## src/rtl/parity_replay_ctrl.sv

```systemverilog
// parity_replay_ctrl: load-enable gating and soft-error recovery for one
// data+parity stage register. A parity failure flushes the stage and asks
// upstream to replay the word. Too many consecutive failures latch FATAL.
module parity_replay_ctrl #(
  parameter int DATA_SIZE = 32,
  parameter int MAX_RETRY = 3,
  parameter int CNT_W     = 16
) (
  input  logic                 clk,
  input  logic                 reset,
  input  logic                 in_valid,
  output logic                 in_ready,
  output logic                 stage_en,
  output logic                 stage_flush,
  input  logic [DATA_SIZE-1:0] stage_data,
  input  logic                 stage_parity,
  output logic                 out_valid,
  input  logic                 out_ready,
  output logic                 retry_req,
  output logic                 parity_err,
  output logic [CNT_W-1:0]     err_count,
  output logic                 fatal,
  output logic [1:0]           state
);

  typedef enum logic [1:0] {
    RUN    = 2'd0,
    FLUSH  = 2'd1,
    REPLAY = 2'd2,
    FATAL  = 2'd3
  } state_e;

  localparam logic [3:0]       RETRY_LIM = 4'(MAX_RETRY);
  localparam logic [CNT_W-1:0] CNT_ONE   = {{(CNT_W-1){1'b0}}, 1'b1};

  state_e           state_q, state_d;
  logic             stage_valid_q, stage_valid_d;
  logic [3:0]       retry_cnt_q, retry_cnt_d;
  logic [CNT_W-1:0] err_cnt_q, err_cnt_d;
  logic             replay_first_q;
  logic             hold_q;

  // Raw (ungated) FSM outputs.
  logic in_rdy_raw, out_vld_raw, flush_raw, rreq_raw, perr_raw;
  logic mismatch;
  logic live;

  // Even parity over data plus parity bit must be zero.
  assign mismatch = (^stage_data) ^ stage_parity;

  // Outputs stay quiet while reset is high and for one cycle after it.
  assign live = ~(reset | hold_q);

  assign in_ready    = live & in_rdy_raw;
  assign stage_en    = in_ready & in_valid;
  assign stage_flush = live & flush_raw;
  assign out_valid   = live & out_vld_raw;
  assign retry_req   = live & rreq_raw;
  assign parity_err  = live & perr_raw;
  assign err_count   = live ? err_cnt_q : '0;
  assign fatal       = live & (state_q == FATAL);
  assign state       = live ? state_q : RUN;

  // Next-state and raw output decode.
  always_comb begin
    state_d     = state_q;
    retry_cnt_d = retry_cnt_q;
    err_cnt_d   = err_cnt_q;
    in_rdy_raw  = 1'b0;
    out_vld_raw = 1'b0;
    flush_raw   = 1'b0;
    rreq_raw    = 1'b0;
    perr_raw    = 1'b0;
    case (state_q)
      RUN: begin
        perr_raw = stage_valid_q & mismatch;
        if (perr_raw) begin
          // A bad word is never emitted, regardless of out_ready.
          err_cnt_d   = (&err_cnt_q) ? err_cnt_q : err_cnt_q + CNT_ONE;
          retry_cnt_d = retry_cnt_q + 4'd1;
          if (retry_cnt_d == RETRY_LIM) begin
            state_d   = FATAL;
            flush_raw = 1'b1;
          end else begin
            state_d = FLUSH;
          end
        end else begin
          out_vld_raw = stage_valid_q;
          in_rdy_raw  = ~stage_valid_q | out_ready;
          if (stage_valid_q && out_ready) retry_cnt_d = 4'd0;
        end
      end
      FLUSH: begin
        flush_raw = 1'b1;
        state_d   = REPLAY;
      end
      REPLAY: begin
        rreq_raw   = replay_first_q;
        in_rdy_raw = 1'b1;
        if (in_valid) state_d = RUN;
      end
      default: ;  // FATAL: everything idle until reset
    endcase
  end

  // Stage occupancy: flush wins, then a new load, then a drain.
  always_comb begin
    stage_valid_d = stage_valid_q;
    if (stage_flush)                stage_valid_d = 1'b0;
    else if (stage_en)              stage_valid_d = 1'b1;
    else if (out_valid & out_ready) stage_valid_d = 1'b0;
  end

  // State, counters and the stage-valid flag.
  always_ff @(posedge clk) begin
    if (reset) begin
      state_q        <= RUN;
      stage_valid_q  <= 1'b0;
      retry_cnt_q    <= 4'd0;
      err_cnt_q      <= '0;
      replay_first_q <= 1'b0;
    end else begin
      state_q        <= state_d;
      stage_valid_q  <= stage_valid_d;
      retry_cnt_q    <= retry_cnt_d;
      err_cnt_q      <= err_cnt_d;
      replay_first_q <= (state_q == FLUSH);
    end
  end

  // One-cycle delayed copy of reset for the post-reset quiet cycle.
  always_ff @(posedge clk) begin
    hold_q <= reset;
  end

endmodule

```

## config.mk

```make
export PLATFORM = sky130hd
export DESIGN_NAME = parity_replay_ctrl
export DESIGN_NICKNAME = d
export VERILOG_FILES = /design/src/rtl/parity_replay_ctrl.sv
export SDC_FILE = /design/constraint.sdc
export NUM_CORES = 1
export LEC_CHECK = 0
export BUFFER_PORTS_ARGS = -buffer_cell sky130_fd_sc_hd__clkbuf_2
export CAP_MARGIN = 15
export CELL_PAD_IN_SITES_DETAIL_PLACEMENT = 0
export CELL_PAD_IN_SITES_GLOBAL_PLACEMENT = 1
export CORE_ASPECT_RATIO = 0.9
export CORE_MARGIN = 10
export CORE_UTILIZATION = 40
export DETAILED_ROUTE_END_ITERATION = 6
export GPL_TIMING_DRIVEN = 1
export PLACE_DENSITY = 0.95
export SYNTH_ARGS = -nofsm -noshare
export SYNTH_HDL_FRONTEND = slang
export SYNTH_SLANG_ARGS = --single-unit
```

## constraint.sdc

```tcl
create_clock -name clk -period 9.2 [get_ports clk]
set_clock_uncertainty 0.1 [all_clocks]
set_input_delay 1.84 -clock clk [delete_from_list [all_inputs] [get_ports clk]]
set_output_delay 1.84 -clock clk [all_outputs]
set_load 0.01 [all_outputs]
```

==> results of run 1 <==
## per-layer routing
layer / wire (um) / track usage / share of wire
met5: 0 / 0 / 0
met4: 11 / 0.0231 / 0.0022
met3: 372 / 0.0359 / 0.073
met2: 2380 / 0.199 / 0.47
met1: 2340 / 0.164 / 0.46
## sequential cells by signal, indices dropped and copies added (netlist names)
| register | cells |
|---|---|
| err_cnt_q | 16 |
| retry_cnt_q | 4 |
| hold_q | 1 |
| state_q | 2 |
| replay_first_q | 1 |
| stage_valid_q | 1 |
## report_power, final
part	internal, mW	switching (mW)
sequential	0.115	0.00774
clock	0.0311	0.0370
combinational	0.0958	0.144
## path summary, 6_finish.rpt
path / cells past startpoint / startpoint / to
worst max-delay path: 9 / stage_data[29] / stage_flush
worst min-delay path: 2 / err_cnt_q[12] / err_cnt_q[12]
worst max register to register: 7 / state_q[1] / err_cnt_q[14]
worst min register to register: 2 / err_cnt_q[12] / err_cnt_q[12]
## stage by stage
step | setup WS, ns | hold WS, ns
3_5_place_dp | 3.17 | 0.394
4_1_cts | 3.14 | 0.413
6_report | 3.16 | 0.409
3_3_place_gp | 3.22 | 0.387
2_1_floorplan | 3.51 | 0.367
5_1_grt | 2.98 | 0.444
## cell usage after synthesis (3+ instances only)
library cell,n
a21oi_1,11
and2_1,17
and3_1,4
buf_2,4
clkbuf_1,5
dfxtp_1,25
ha_1,7
inv_1,11
mux2_1,3
mux2_2,5
mux2i_1,4
nand2_1,20
nand3_1,6
nand4_1,4
nor2_1,18
nor2b_1,10
nor3_1,8
nor4_1,4
nor4_2,3
o21ai_0,9
o31ai_1,4
or3_1,6
xnor2_1,27
## logic make-up (layout without fill, tap and decap cells)
| kind of cell | Yosys count | after routing | synth area share |
|---|---|---|---|
| and+or+nand+nor | 113 | 113 | 0.309 |
| AOI/OAI and AO/OA | 37 | 37 | 0.119 |
| xor gates and xnor gates | 33 | 33 | 0.174 |
| DFF | 25 | 25 | 0.245 |
| buffers and inverters | 22 | 78 | 0.0465 |
| muxes | 12 | 12 | 0.0636 |
| adders and majority gates | 7 | 7 | 0.0428 |
## final cells by class
cell class / instances / area share
tap: 65 / 0.0334
clock buffer: 4 / 0.0185
multi-input combinational: 202 / 0.594
inverter: 11 / 0.0169
timing repair buffer: 63 / 0.131
sequential: 25 / 0.205
## worst reg2reg max path, delay by kind of cell (launching register included)
family,cells,cell delay (ns)
AOI/OAI and AO/OA,2,0.36
adders and majority gates,1,0.26
buffers and inverters,1,0.10
DFF,1,0.40
muxes,1,0.70
and+or+nand+nor,2,0.70
==> run metrics, run 1 <==
outcome=completed; grt total ovfl=0; Final Hold Fails=0; async set or reset register ratio after synthesis=0; Clock Root Buffer=clkbuf_8; Synth Cell Area=2040 um2; row cnt=24; Finished Layout Cells=370; unique cell type count in the Yosys netlist=50; Tightest Hold Check Type=register to register; Worst-Margin Slew=0.847 ns; FILL cells=484; Yosys top cell by area=dfxtp_1; number of CTS-inserted buffers=3; Buf+Inv Stages, Crit Path=2; DRC errors left=0; first-pass GRT wire length=8740 um; post-synthesis net count=293; num ports=62; pin count of the biggest net entering global routing=38; initial antenna violation count=0; fin crit share=0.657; share of cells above drive strength 1=0.272; routed len/inst=13.8 um; Worst path slowest cell=xnor3_4; Yosys reg bits=25; Placement Cell Area=2390 um2; number of max-cap violations=0; relative slew slack=0.419; Final Total Pwr=431 uW; Final #Nets=350; delay-heaviest family, CP=XOR/XNOR gates; DIE AREA=8370 um2; dpl hpwl=3920 um; Max Root-Sink Buffers=2; CTS tree=yes; Tmin final=6.04 ns; Syn-to-layout area delta=19.2%; Worst EP required=7.26 ns; H-tree Lvls=1; Mean Syn Cell Area=8.21 um2; Multi-input gate area=1450 um2; vias in the first global route=1861; worst path arrival time=4.10 ns; antenna-violating nets left=0; clk sinks=25; RSZ-0062 raised after global routing=false; Placer Congestion=0.781; Max Freq=166 MHz; Die Width=95.4 um; top cell type's share of synthesized area=0.245; fin util=0.498; Pwr Density=177 nW/um2; # resized after CTS=0; Pre-antenna DRT Iters=4; commonest cells after routing, fill and taps aside=clkbuf_2, xnor2_1, dfxtp_1; Clk Latency, worst-skew pair=0.27 ns; setup TNS=0 ns; number of buffers inserted by hold repair at cts=0; starting density of the core=0.418; All-Layer GR Usage=0.125; Worst-path clk slew=0.09 ns; critical path endpoint category=output pin; Crit Path Class=input port to output pin; Die Height=87.8 um; antenna cell count=0; routed wire length=5110 um; via count=1917; fin area=2440 um2; EDFF count, synth=0; most common cell after layout, fill and taps aside=clkbuf_2; Crit path largest cell delay=0.62 ns; routed vias/inst=5.18; core area=4890 um2; worst ir drop on vdd=0.0000962 V; yosys warns=0; crit path max fanout=16; setup slack, reg-to-reg=6.51 ns; Setup Viol. Count Final=0; Syn Inst Count=249; top cells by area, synth=dfxtp_1, xnor2_1, and2_1, ha_1, nand2_1; worst path cell trace=clkbuf_2 > xnor2_1 > xnor2_1 > xnor2_1 > xnor3_4 > xnor2_4 > o31ai_1 > and2_2 > clkbuf_2; cell repeated most along the worst path=xnor2_1; setup bufs post-CTS=0; leakage power=1.02 nW; Most used DFF post-synth=dfxtp_1; critical path startpoint category=input port; Final Max Slew Viols=0; post-synthesis sequential area ratio=0.245; placed cell count=366; storage element area=500 um2; Initial DRC Count=146; # port buffers=61
Note: power is estimated with default switching activity, not from simulation.
==> run 2: changes to the inputs <==
--- a/config.mk
+++ b/config.mk
@@ -11,10 +11,10 @@
 export CELL_PAD_IN_SITES_GLOBAL_PLACEMENT = 1
 export CORE_ASPECT_RATIO = 0.9
 export CORE_MARGIN = 10
-export CORE_UTILIZATION = 40
+export CORE_UTILIZATION = 34
 export DETAILED_ROUTE_END_ITERATION = 6
 export GPL_TIMING_DRIVEN = 1
-export PLACE_DENSITY = 0.95
+export PLACE_DENSITY = 0.88
 export SYNTH_ARGS = -nofsm -noshare
 export SYNTH_HDL_FRONTEND = slang
 export SYNTH_SLANG_ARGS = --single-unit
==> constraint.sdc (replaced) <==
create_clock -name clk -period 5.3 [get_ports clk]
set_clock_uncertainty 0.1 [all_clocks]
set_input_delay 1.06 -clock clk [delete_from_list [all_inputs] [get_ports clk]]
set_output_delay 1.06 -clock clk [all_outputs]
set_load 0.01 [all_outputs]
==> run 2 against run 1 <==
Compared with the run above:
- via count is 0.16% higher
- wire length increased by 4.3%
- final area is 1.0% higher
- non-clock buffer count up 2
- worst setup slack lost 2.3 ns
- global-route usage fell by 1.2 points
- power increased by 82%
- clock-buffer cell count decreased by 1
- die area rose by 14%
- final cell count rose by 1.9%
==> run metrics, run 2 (synthesis gave the netlist of run 1 again) <==
reg2reg path depth=7 (unchanged); end of the worst register-to-register path=err_cnt_q[14]; Worst EP required=4.14 ns (-3.12 ns); Largest regs=err_cnt_q: 16 flops, retry_cnt_q: 4 flops, state_q: 2 flops; pin count of the biggest net entering global routing=37 (-2.6%); worst path cell trace=clkbuf_2 > xnor2_1 > xnor2_1 > xnor2_1 > xnor3_4 > xnor2_4 > o31ai_1 > and2_2 > clkbuf_2; max reg flops=16 (unchanged); most common cell after layout, fill and taps aside=clkbuf_2; Pre-antenna DRT Iters=5 (+1); Finished Layout Cells=377 (+1.9%); critical path startpoint category=input port; Worst-Margin Slew=0.781 ns (-0.0659 ns); first-pass GRT wire length=8980 um (+2.8%); Clock Root Buffer=clkbuf_8; Die Width=102 um (+6.7%); commonest cells after routing, fill and taps aside=clkbuf_2, xnor2_1, dfxtp_1; setup bufs post-CTS=0 (unchanged); most flop-heavy register=err_cnt_q; H-tree Lvls=1 (unchanged); fin util=0.428 (-0.0703); Tightest Hold Check Type=register to register; cell repeated most along the worst path=xnor2_1; Hold EP=err_cnt_q[12]; initial antenna violation count=0 (unchanged); fin crit share=0.846; setup slack, reg-to-reg=2.66 ns (-3.85 ns); Final #Nets=352 (+0.57%); Final Hold Fails=0 (unchanged); DIE AREA=9520 um2 (+14%); Clk Latency, worst-skew pair=0.28 ns (about the same); number of CTS-inserted buffers=3 (unchanged); Pwr Density=319 nW/um2 (+80%); relative slew slack=0.465 (+0.0452); leakage power=1.03 nW (+0.84%); FILL cells=590 (+22%); Max Root-Sink Buffers=2 (unchanged); CTS tree=yes; via count=1920 (+0.16%); Hold Startpoint=err_cnt_q[12]; vias in the first global route=1927 (+3.5%); Final Total Pwr=785 uW (+82%); routed len/inst=14.1 um (+2.4%); Crit Path Class=input port to output pin; # resized after CTS=0 (unchanged); worst ir drop on vdd=0.000175 V (+82%); Final Max Slew Viols=0 (unchanged); number of max-cap violations=0 (unchanged); row cnt=26 (+8.3%); num ports=62 (unchanged); clk sinks=25 (unchanged); Syn-to-layout area delta=20.4%; critical path endpoint category=output pin; routed vias/inst=5.09 (-1.7%); placed cell count=373 (+1.9%); Placer Congestion=0.818 (+4.7%); Crit path largest cell delay=0.62 ns (about the same); grt total ovfl=0 (unchanged); core area=5760 um2 (+18%); crit path max fanout=16 (unchanged); share of cells above drive strength 1=0.280 (+0.00800); Max Freq=223 MHz; r2r startpoint=state_q[1]; # port buffers=61 (unchanged); All-Layer GR Usage=0.112 (-0.0123); worst path arrival time=3.32 ns (-0.78 ns); Tmin final=4.48 ns; Setup Viol. Count Final=0 (unchanged); antenna-violating nets left=0 (unchanged); Initial DRC Count=109 (-25%); number of buffers inserted by hold repair at cts=0 (unchanged); setup TNS=0 ns (unchanged); outcome=completed; Die Height=93.6 um (+6.5%); antenna cell count=0 (unchanged); Hold Crit Depth=2 (unchanged); dpl hpwl=4090 um (+4.3%); routed wire length=5330 um (+4.3%); DRC errors left=0 (unchanged); starting density of the core=0.355 (-0.0626); Worst-path clk slew=0.10 ns (about the same); RSZ-0062 raised after global routing=false; Worst path slowest cell=xnor3_4
-- run 2: cell types whose count changed in the layout (fill, tap and decap cells not counted), sizes merged --
cell / previous run / this run
clkinvlp: 0 / 1
buf: 2 / 4
clkbuf: 65 / 64
-- run 2: worst max path at each step --
stage                              start           to  slack [ns]  cells after the start
final                     stage_data[31]  stage_flush        0.82                      9
after global routing      stage_data[25]  stage_flush        0.69                      9
after CTS                 stage_data[31]  stage_flush        0.79                      9
after detailed placement  stage_data[31]  stage_flush        0.81                      9
after global placement    stage_data[25]  stage_flush        0.85                      9
after floorplan           stage_data[29]  stage_flush        1.17                      8
-- run 2: final cells by class --
class / count / area (um2) / share of cell area
timing repair buffer: 65 / 335 / 0.136
clock buffer: 3 / 41.3 / 0.0168
clock inverter: 1 / 7.51 / 0.00305
tap: 70 / 87.6 / 0.0356
inverter: 11 / 41.3 / 0.0168
multi-input combinational: 202 / 1450 / 0.588
sequential: 25 / 500 / 0.203
-- run 2: critical path, delay by kind of cell --
family          cells  cell delay (ns)
compound gates      1             0.21
buf+inv             2             0.21
simple gates        1             0.24
xor+xnor            5             1.60
-- run 2: where the power goes --
part / switching, mW / internal [mW] / leakage (nW)
Sequential: 0.0142 / 0.200 / 0.202
Clock: 0.0695 / 0.0535 / 0.0217
Combinational: 0.264 / 0.183 / 0.808
-- run 2: per-stage QoR --
stage                     cell area (um2)  worst slack (ns)  hold slack (ns)
after floorplan                      2040              1.17            0.367
after global placement               2410             0.852            0.388
after detailed placement             2410             0.813            0.397
after CTS                            2460             0.788            0.417
after global routing                 2460             0.695            0.445
final                                2460             0.815            0.420
-- run 2: layer usage --
layer  wire, um  GRT usage
met1       2540      0.145
met2       2330      0.182
met3        448     0.0361
met4         14     0.0143
met5          0          0
